$ cat src/rtl/cpu_control_unit_pkg.sv
// ============================================================================
// Module  : cpu_ctrl_pkg
// Brief   : Shared types and constants for the accumulator CPU control unit.
// Revision: 1.0 - initial release
// ============================================================================
`default_nettype none

package cpu_ctrl_pkg;

  typedef enum logic [0:0] {
    FETCH = 1'b0,
    EXEC  = 1'b1
  } state_t;

  localparam logic [2:0] OP_LD  = 3'b100;
  localparam logic [2:0] OP_ST  = 3'b101;
  localparam logic [2:0] OP_LDI = 3'b110;
  localparam logic [2:0] OP_JMP = 3'b111;

  localparam int FLAG_Z = 0;
  localparam int FLAG_C = 1;
  localparam int FLAG_S = 2;
  localparam int FLAG_O = 3;

  localparam logic [1:0] SRC_B    = 2'b00;
  localparam logic [1:0] SRC_PL   = 2'b01;
  localparam logic [1:0] SRC_PH   = 2'b10;
  localparam logic [1:0] SRC_ZERO = 2'b11;

  typedef struct packed {
    logic n_oe_mem;
    logic n_we_mem;
    logic n_oe_d_di;
    logic we_ir;
    logic inc_ip;
    logic addr_dp;
    logic p_selector;
    logic n_we_pl;
    logic n_we_ph;
    logic we_a;
    logic we_b;
    logic n_oe_pl_alu;
    logic n_oe_ph_alu;
    logic n_oe_b_alu;
    logic n_oe_a_d;
    logic n_oe_b_d;
    logic n_we_flags;
    logic n_oe_alu_di;
  } ctrl_t;

  localparam ctrl_t CTRL_IDLE = '{
    n_oe_mem:    1'b1,
    n_we_mem:    1'b1,
    n_oe_d_di:   1'b1,
    we_ir:       1'b0,
    inc_ip:      1'b0,
    addr_dp:     1'b0,
    p_selector:  1'b0,
    n_we_pl:     1'b1,
    n_we_ph:     1'b1,
    we_a:        1'b0,
    we_b:        1'b0,
    n_oe_pl_alu: 1'b1,
    n_oe_ph_alu: 1'b1,
    n_oe_b_alu:  1'b1,
    n_oe_a_d:    1'b1,
    n_oe_b_d:    1'b1,
    n_we_flags:  1'b1,
    n_oe_alu_di: 1'b1
  };

endpackage

`default_nettype wire

$ cat src/rtl/cpu_control_unit_if.sv
// ============================================================================
// Module  : cpu_ctrl_if
// Brief   : IR/flags/ready inputs and datapath enables of the control unit.
// Revision: 1.0 - initial release
// ============================================================================
`default_nettype none

interface cpu_ctrl_if;
  logic [7:0] ir;
  logic [3:0] flags;
  logic       n_mem_rdy;
  logic       n_oe_mem;
  logic       n_we_mem;
  logic       n_oe_d_di;
  logic       we_ir;
  logic       inc_ip;
  logic       addr_dp;
  logic       p_selector;
  logic       n_we_pl;
  logic       n_we_ph;
  logic       we_a;
  logic       we_b;
  logic       n_oe_pl_alu;
  logic       n_oe_ph_alu;
  logic       n_oe_b_alu;
  logic       n_oe_a_d;
  logic       n_oe_b_d;
  logic       n_we_flags;
  logic       n_oe_alu_di;

  modport master (
    input  ir, flags, n_mem_rdy,
    output n_oe_mem, n_we_mem, n_oe_d_di, we_ir, inc_ip, addr_dp, p_selector,
           n_we_pl, n_we_ph, we_a, we_b, n_oe_pl_alu, n_oe_ph_alu, n_oe_b_alu,
           n_oe_a_d, n_oe_b_d, n_we_flags, n_oe_alu_di
  );

  modport slave (
    output ir, flags, n_mem_rdy,
    input  n_oe_mem, n_we_mem, n_oe_d_di, we_ir, inc_ip, addr_dp, p_selector,
           n_we_pl, n_we_ph, we_a, we_b, n_oe_pl_alu, n_oe_ph_alu, n_oe_b_alu,
           n_oe_a_d, n_oe_b_d, n_we_flags, n_oe_alu_di
  );
endinterface

`default_nettype wire

$ cat src/rtl/cpu_control_unit_decode.sv
// ============================================================================
// Module  : cpu_ctrl_decode
// Brief   : Combinational decode of state, IR, flags and ready into enables.
// Revision: 1.0 - initial release
// ============================================================================
`default_nettype none

module cpu_ctrl_decode
  import cpu_ctrl_pkg::*;
(
  input  wire logic   i_active,
  input  state_t      i_state,
  input  wire logic [7:0] i_ir,
  input  wire logic [3:0] i_flags,
  input  wire logic   i_n_mem_rdy,
  output ctrl_t       o_ctrl,
  output state_t      o_next
);

  logic w_rdy;
  logic w_cond;
  logic w_unused_ir;

  assign w_rdy       = ~i_n_mem_rdy;
  assign w_cond      = i_flags[i_ir[1:0]] ^ i_ir[2];
  // ALU opcode bits are consumed by the ALU, not by the sequencer
  assign w_unused_ir = ^i_ir[4:3];

  always_comb begin
    o_ctrl = CTRL_IDLE;
    o_next = FETCH;
    if (i_active) begin
      if (i_state == FETCH) begin
        o_ctrl.n_oe_mem = 1'b0;
        o_ctrl.we_ir    = w_rdy;
        o_ctrl.inc_ip   = w_rdy;
        o_next          = w_rdy ? EXEC : FETCH;
      end else if (!i_ir[7]) begin
        o_ctrl.n_oe_b_alu  = (i_ir[1:0] != SRC_B);
        o_ctrl.n_oe_pl_alu = (i_ir[1:0] != SRC_PL);
        o_ctrl.n_oe_ph_alu = (i_ir[1:0] != SRC_PH);
        o_ctrl.n_oe_alu_di = 1'b0;
        o_ctrl.we_a        = 1'b1;
        o_ctrl.n_we_flags  = 1'b0;
      end else begin
        case (i_ir[7:5])
          OP_LD: begin
            o_ctrl.addr_dp   = 1'b1;
            o_ctrl.n_oe_mem  = 1'b0;
            o_ctrl.n_oe_d_di = 1'b0;
            o_ctrl.we_a      = w_rdy & ~i_ir[0];
            o_ctrl.we_b      = w_rdy &  i_ir[0];
            o_next           = w_rdy ? FETCH : EXEC;
          end
          OP_ST: begin
            o_ctrl.addr_dp  = 1'b1;
            o_ctrl.n_oe_a_d = i_ir[0];
            o_ctrl.n_oe_b_d = ~i_ir[0];
            o_ctrl.n_we_mem = 1'b0;
            o_next          = w_rdy ? FETCH : EXEC;
          end
          OP_LDI: begin
            o_ctrl.n_oe_mem  = 1'b0;
            o_ctrl.n_oe_d_di = 1'b0;
            o_ctrl.n_we_pl   = ~(w_rdy & ~i_ir[0]);
            o_ctrl.n_we_ph   = ~(w_rdy &  i_ir[0]);
            o_ctrl.inc_ip    = w_rdy;
            o_next           = w_rdy ? FETCH : EXEC;
          end
          default: begin
            o_ctrl.p_selector = w_cond;
          end
        endcase
      end
    end
  end

endmodule

`default_nettype wire

$ cat src/rtl/cpu_control_unit.sv
// ============================================================================
// Module  : cpu_control_unit
// Brief   : FETCH/EXEC sequencer of the 8-bit accumulator CPU.
// Revision: 1.0 - initial release
// ============================================================================
`default_nettype none

module cpu_control_unit
  import cpu_ctrl_pkg::*;
(
  input  wire logic   clk,
  input  wire logic   n_rst,
  cpu_ctrl_if.master  bus
);

  state_t r_state;
  state_t w_next;
  ctrl_t  w_ctrl;

  always_ff @(posedge clk) begin
    if (!n_rst) begin
      r_state <= FETCH;
    end else begin
      r_state <= w_next;
    end
  end

  // Reset gates the decoder so an interrupted access issues no strobe
  cpu_ctrl_decode u_decode (
    .i_active    (n_rst),
    .i_state     (r_state),
    .i_ir        (bus.ir),
    .i_flags     (bus.flags),
    .i_n_mem_rdy (bus.n_mem_rdy),
    .o_ctrl      (w_ctrl),
    .o_next      (w_next)
  );

  assign bus.n_oe_mem    = w_ctrl.n_oe_mem;
  assign bus.n_we_mem    = w_ctrl.n_we_mem;
  assign bus.n_oe_d_di   = w_ctrl.n_oe_d_di;
  assign bus.we_ir       = w_ctrl.we_ir;
  assign bus.inc_ip      = w_ctrl.inc_ip;
  assign bus.addr_dp     = w_ctrl.addr_dp;
  assign bus.p_selector  = w_ctrl.p_selector;
  assign bus.n_we_pl     = w_ctrl.n_we_pl;
  assign bus.n_we_ph     = w_ctrl.n_we_ph;
  assign bus.we_a        = w_ctrl.we_a;
  assign bus.we_b        = w_ctrl.we_b;
  assign bus.n_oe_pl_alu = w_ctrl.n_oe_pl_alu;
  assign bus.n_oe_ph_alu = w_ctrl.n_oe_ph_alu;
  assign bus.n_oe_b_alu  = w_ctrl.n_oe_b_alu;
  assign bus.n_oe_a_d    = w_ctrl.n_oe_a_d;
  assign bus.n_oe_b_d    = w_ctrl.n_oe_b_d;
  assign bus.n_we_flags  = w_ctrl.n_we_flags;
  assign bus.n_oe_alu_di = w_ctrl.n_oe_alu_di;

endmodule

`default_nettype wire

$ cat src/flat_wrapper.sv
// flat-port wrapper written by rule: the top's interface ports become plain ports
module cpu_control_unit_flat import cpu_ctrl_pkg::*;
  (clk, n_rst, bus_ir, bus_flags, bus_n_mem_rdy, bus_n_oe_mem, bus_n_we_mem, bus_n_oe_d_di, bus_we_ir, bus_inc_ip, bus_addr_dp, bus_p_selector, bus_n_we_pl, bus_n_we_ph, bus_we_a, bus_we_b, bus_n_oe_pl_alu, bus_n_oe_ph_alu, bus_n_oe_b_alu, bus_n_oe_a_d, bus_n_oe_b_d, bus_n_we_flags, bus_n_oe_alu_di);
  cpu_ctrl_if bus_i ();
  input  wire logic clk;
  input  wire logic n_rst;
  input wire logic [$bits(bus_i.ir)-1:0] bus_ir;
  input wire logic [$bits(bus_i.flags)-1:0] bus_flags;
  input wire logic [$bits(bus_i.n_mem_rdy)-1:0] bus_n_mem_rdy;
  output wire logic [$bits(bus_i.n_oe_mem)-1:0] bus_n_oe_mem;
  output wire logic [$bits(bus_i.n_we_mem)-1:0] bus_n_we_mem;
  output wire logic [$bits(bus_i.n_oe_d_di)-1:0] bus_n_oe_d_di;
  output wire logic [$bits(bus_i.we_ir)-1:0] bus_we_ir;
  output wire logic [$bits(bus_i.inc_ip)-1:0] bus_inc_ip;
  output wire logic [$bits(bus_i.addr_dp)-1:0] bus_addr_dp;
  output wire logic [$bits(bus_i.p_selector)-1:0] bus_p_selector;
  output wire logic [$bits(bus_i.n_we_pl)-1:0] bus_n_we_pl;
  output wire logic [$bits(bus_i.n_we_ph)-1:0] bus_n_we_ph;
  output wire logic [$bits(bus_i.we_a)-1:0] bus_we_a;
  output wire logic [$bits(bus_i.we_b)-1:0] bus_we_b;
  output wire logic [$bits(bus_i.n_oe_pl_alu)-1:0] bus_n_oe_pl_alu;
  output wire logic [$bits(bus_i.n_oe_ph_alu)-1:0] bus_n_oe_ph_alu;
  output wire logic [$bits(bus_i.n_oe_b_alu)-1:0] bus_n_oe_b_alu;
  output wire logic [$bits(bus_i.n_oe_a_d)-1:0] bus_n_oe_a_d;
  output wire logic [$bits(bus_i.n_oe_b_d)-1:0] bus_n_oe_b_d;
  output wire logic [$bits(bus_i.n_we_flags)-1:0] bus_n_we_flags;
  output wire logic [$bits(bus_i.n_oe_alu_di)-1:0] bus_n_oe_alu_di;
  assign bus_i.ir = bus_ir;
  assign bus_i.flags = bus_flags;
  assign bus_i.n_mem_rdy = bus_n_mem_rdy;
  assign bus_n_oe_mem = bus_i.n_oe_mem;
  assign bus_n_we_mem = bus_i.n_we_mem;
  assign bus_n_oe_d_di = bus_i.n_oe_d_di;
  assign bus_we_ir = bus_i.we_ir;
  assign bus_inc_ip = bus_i.inc_ip;
  assign bus_addr_dp = bus_i.addr_dp;
  assign bus_p_selector = bus_i.p_selector;
  assign bus_n_we_pl = bus_i.n_we_pl;
  assign bus_n_we_ph = bus_i.n_we_ph;
  assign bus_we_a = bus_i.we_a;
  assign bus_we_b = bus_i.we_b;
  assign bus_n_oe_pl_alu = bus_i.n_oe_pl_alu;
  assign bus_n_oe_ph_alu = bus_i.n_oe_ph_alu;
  assign bus_n_oe_b_alu = bus_i.n_oe_b_alu;
  assign bus_n_oe_a_d = bus_i.n_oe_a_d;
  assign bus_n_oe_b_d = bus_i.n_oe_b_d;
  assign bus_n_we_flags = bus_i.n_we_flags;
  assign bus_n_oe_alu_di = bus_i.n_oe_alu_di;
  cpu_control_unit u_core (.clk(clk), .n_rst(n_rst), .bus(bus_i));
endmodule
$ cat config.mk
export PLATFORM = sky130hd
export DESIGN_NAME = cpu_control_unit_flat
export DESIGN_NICKNAME = d
export VERILOG_FILES = /design/src/rtl/cpu_control_unit_pkg.sv /design/src/rtl/cpu_control_unit_if.sv /design/src/rtl/cpu_control_unit_decode.sv /design/src/rtl/cpu_control_unit.sv /design/src/flat_wrapper.sv
export SDC_FILE = /design/constraint.sdc
export NUM_CORES = 1
export LEC_CHECK = 0
export BUFFER_PORTS_ARGS = -buffer_cell sky130_fd_sc_hd__buf_2
export CORE_AREA = 3 3 40 42
export CTS_CLUSTER_SIZE = 16
export DETAILED_ROUTE_END_ITERATION = 10
export DIE_AREA = 0 0 43 45
export SLEW_MARGIN = 20
export SYNTH_ARGS = -nofsm -noshare
export SYNTH_HDL_FRONTEND = slang
export SYNTH_SLANG_ARGS = --single-unit
export TNS_END_PERCENT = 30
$ cat constraint.sdc
create_clock -name clk -period 2.7 [get_ports clk]
set_clock_uncertainty 0.1 [all_clocks]
set_input_delay 0.54 -clock clk [delete_from_list [all_inputs] [get_ports clk]]
set_output_delay 0.54 -clock clk [all_outputs]
set_load 0.005 [all_outputs]
# Word level (Yosys, flattened, before mapping)
# Index checks and enable logic that the tools add are counted.
[op_classes]
mux = 28
n_reduce_logical = 4
bitwise_logic = 7
n_eq_ne = 5
magnitude_cmp = 1
[op_table]
columns = ["op", "n"]
rows = [
  ["$mux W18", 1],
  ["$mux W1", 16],
  ["$mux W13", 1],
  ["$mux W2", 6],
  ["$eq A3 B3 Y1 const B", 3],
  ["$mux W3", 2],
  ["$mux W5", 1],
  ["$not A1 Y1", 4],
  ["$reduce_or A2 Y1", 2],
  ["$lt A2 B3 Y1 const B", 1],
  ["$reduce_or A3 Y1", 1],
  ["$and A1 B1 Y1", 2],
  ["$bmux W1 S2", 1],
  ["$ne A2 B1 Y1 const B", 1],
  ["$ne A2 B2 Y1 const B", 1],
  ["$reduce_bool A2 Y1", 1],
  ["$xor A1 B1 Y1", 1],
]
[totals]
output_inout_bits = 18
ff_bits = 1

# Logic depth before layout (Yosys ltp)
[depth]
depth_word = 7
ltp_mapped = 4
depth_no_buf = 3

# Modules after synthesis
# A second synthesis with hierarchy kept.
[hier_totals]
cells_unflattened = 38
hier_area_um2 = 244.0
[modules_own_cells]
columns = ["module", "n_inst", "area_per_inst_um2", "cells_per_inst", "seq_area_each_um2"]
rows = [
  ["cpu_ctrl_decode", 1, 217.7, 36, 0.0],
  ["cpu_control_unit", 1, 26.3, 2, 20.0],
]

# Worst setup path after synthesis
# OpenSTA, ideal clock, no wires.
[synth_path]
path_type = "input to output"
start = "input bus_ir[0]"
end = "output bus_p_selector"
path_stages = 4
n_path_buf = 1
setup_slack_ps = 689
arrival_ps = 1371
cell_sequence = "buf_6 mux4_2 xnor2_1 nor2_1"
[synth_between]
elab_chain_len = 7
[synth_rtl]
columns = ["item", "line_no", "text"]
rows = [
  ["from (decl)", "flat_wrapper.sv:7", "input wire logic [$bits(bus_i.ir)-1:0] bus_ir;"],
  ["$bmux W1 S2", "cpu_control_unit_decode.sv:25", "assign w_cond = i_flags[i_ir[1:0]] ^ i_ir[2];"],
  ["$mux W1 (not written as such)", "cpu_control_unit_decode.sv:25", ""],
  ["$xor A1 B1 Y1", "cpu_control_unit_decode.sv:25", ""],
  ["$mux W1", "cpu_control_unit_decode.sv:46", "case (i_ir[7:5])"],
  ["$mux W5", "cpu_control_unit_decode.sv:38", "end else if (!i_ir[7]) begin"],
  ["$mux W13", "cpu_control_unit_decode.sv:33", "if (i_state == FETCH) begin"],
  ["$mux W18", "cpu_control_unit_decode.sv:32", "if (i_active) begin"],
  ["to (decl)", "flat_wrapper.sv:16", "output wire logic [$bits(bus_i.p_selector)-1:0] bus_p_selector;"],
]
# Every way passes these cells. The select of a mux whose other input is x is not followed.

# Worst setup path in the final report
# Ends and elaborated chain as after synthesis.

==> impl_metrics.ini <==
[sta]
period_share = 0.815
slew_headroom = 0.789
rsz0062_at_grt = false
whs_ns = 0.632
setup_viol = 0
max_slew.worst_pin.slew_ns = 0.317
finalHoldViolations = 0
max_freq_mhz = 455
fin_setup_tns_ns = 0
layout_setup_ws_ns = 0.500
slew_violations = 0
fin_crit_ns = 2.20

[yosys]
yosysTopAreaCell = mux4_2
synth_area_leaders = mux4_2 (8.7%), dfxtp_1 (7.8%), nand2_1 (7.3%)
ys_ff_latch = 1
postSynthCellCount = 37
synth_nets = 52
synthArstFlopShare = 0
syn_area_um2 = 258
synth_cell_types = 25
synth_flop_cell = dfxtp_1
syn_area_per_cell_um2 = 6.97
synth_top_area_share = 0.0874
synth_edf_count = 0
yosysSeqAreaShare = 0.0777
yosys_warnings = 0

[critical_path]
worstPathRequired_ns = 2.06
critPathCaptureType = primary output
cp_data_arrival_time_ns = 1.56
r2r-end = u_core.r_state
critPathKind = in2out
r2r_setup_slack_ns = 1.70
critPathMaxFanout = 10
cp-start-kind = input port
rr_worst_depth = 3
r2r_start = u_core.r_state

[cells_and_area]
largest_reg_flops = 1
areaGrowthSynthToFinish_pct = 55.3
top_register = u_core.r_state
multi_input_area_um2 = 208
nNetsFinal = 81
top_regs = u_core.r_state (1)
drive_above_1_share = 0.531
ff_latch_area_um2 = 20.0
insertedDiodeCount = 0
fillCellCount = 147

[power_and_ir_drop]
internal-power_uw = 35.6
power_frac_comb = 0.662
ir_drop_mv = 0.0620
leakagePower_nw = 0.189
p_sw_uw = 19.2
pwr-share-clk = 0
power.density_nw_per_um2 = 137
power_uw = 54.8
seq_power_share = 0.338
p_sw_frac = 0.350

[clock_tree]
ctsResizeCount = 0
clk_latency_ns = 0
clk_pin_slew_ns = 0
postCtsHoldBufs = 0
cts_setup_buffers = 0

[detailed_routing]
route.vias.total = 357
wl_per_cell_um = 9.65
wirelength_um = 762
viasPerCell = 4.52
first_pass_iters = 4
detail_route.drc_violations = 0
drt_iter0_markers = 4
ant_nets = 0

[floorplanning]
num_rows = 13
io_pins = 33
die-area_um2 = 1940
dieWidth_um = 43
core_area_um2 = 1280
die_h_um = 45
start_util = 0.201

[global_route]
grt_usage = 0.0732
grt_start_max_net_pins = 12
grt_pass1_wl_mm = 1.17
antenna_found_initial = 0
overflow = 0
first_global_vias = 276

[hold_path]
worstHoldStart = u_core.r_state
holdPathEnd = u_core.r_state
whs_path_depth = 2
holdCritPathClass = reg2reg

[place]
gp_congestion = 0.764
post-dp-hpwl_um = 661
placement.setup.worst_slack_ns = 0.486
numPortBuffers = 30

[job]
drv_cap = 0

[outcome]
status = complete, no violations
layer usage:
metal / global-route usage / share of wire / vias to the layer above
met3: 0 / 0.080 / 0
met2: 0.126 / 0.49 / 15
met4: 0 / 0 / 0
li1: - / - / 187
met1: 0.110 / 0.43 / 155
met5: 0 / 0 / -
area by class of cell:
class	instances	area share
timing repair buffer	30	0.375
inverter	1	0.00938
multi-input combinational	32	0.519
tap	15	0.0469
sequential	1	0.0500
cell usage after synthesis, types with 2 or more instances:
cell,number
nand3_1,3
nand2_1,5
and3_1,2
buf_4,2
nor2_1,4
and2_1,2
worst max path at each step:
stage | endpoint | start | cells after the start | slack, ns
5_1_grt | bus_p_selector | bus_ir[0] | 5 | 0.41
3_3_place_gp | bus_p_selector | bus_ir[0] | 5 | 0.49
4_1_cts | bus_p_selector | bus_ir[0] | 5 | 0.49
2_1_floorplan | bus_p_selector | bus_ir[0] | 4 | 0.69
3_5_place_dp | bus_p_selector | bus_ir[0] | 5 | 0.49
6_report | bus_p_selector | bus_ir[0] | 5 | 0.50
kinds of logic after synthesis:
| group | synth area share |
|---|---|
| mux | 0.0874 |
| buf+inv | 0.116 |
| simple gates | 0.587 |
| flops | 0.0777 |
| compound gates | 0.0971 |
| xor+xnor | 0.0340 |
worst max-delay path, stage by stage:
cell and delay [ns]:
buf_2 0.17, mux4_2 0.53, xnor2_1 0.13, nor2_1 0.07, buf_2 0.11
power groups by stage:
stage                     logic (mW)  clock network, mW  registers [mW]
after floorplan               0.0219                  0          0.0164
after global placement        0.0364                  0          0.0185
after detailed placement      0.0368                  0          0.0185
after CTS                     0.0369                  0          0.0185
after global routing          0.0412                  0          0.0191
final                         0.0363                  0          0.0185
cell usage in the layout, fill, tap and decap left out, drive strengths merged:
cell type  instances
buf               30
xnor2              1
or3                1
nor2               4
o41ai              1
and3b              1
mux4               1
nand3              3
a21oi              1
and4b              1
nand2b             2
dfxtp              1
o22ai              1
and2b              1
o21ai              1
inv                1
nor4b              1
nand4              1
and3               2
nand2              5
and2               2
nand3b             1
or2                1
through the flow:
step	instances	utilization	area, um^2
floorplan	37	-	258
global placement	79	0.312	400
detailed placement	79	0.312	400
CTS	79	0.312	400
global route	79	0.312	400
finish	79	0.312	400
Note: power is estimated with default switching activity, not from simulation.
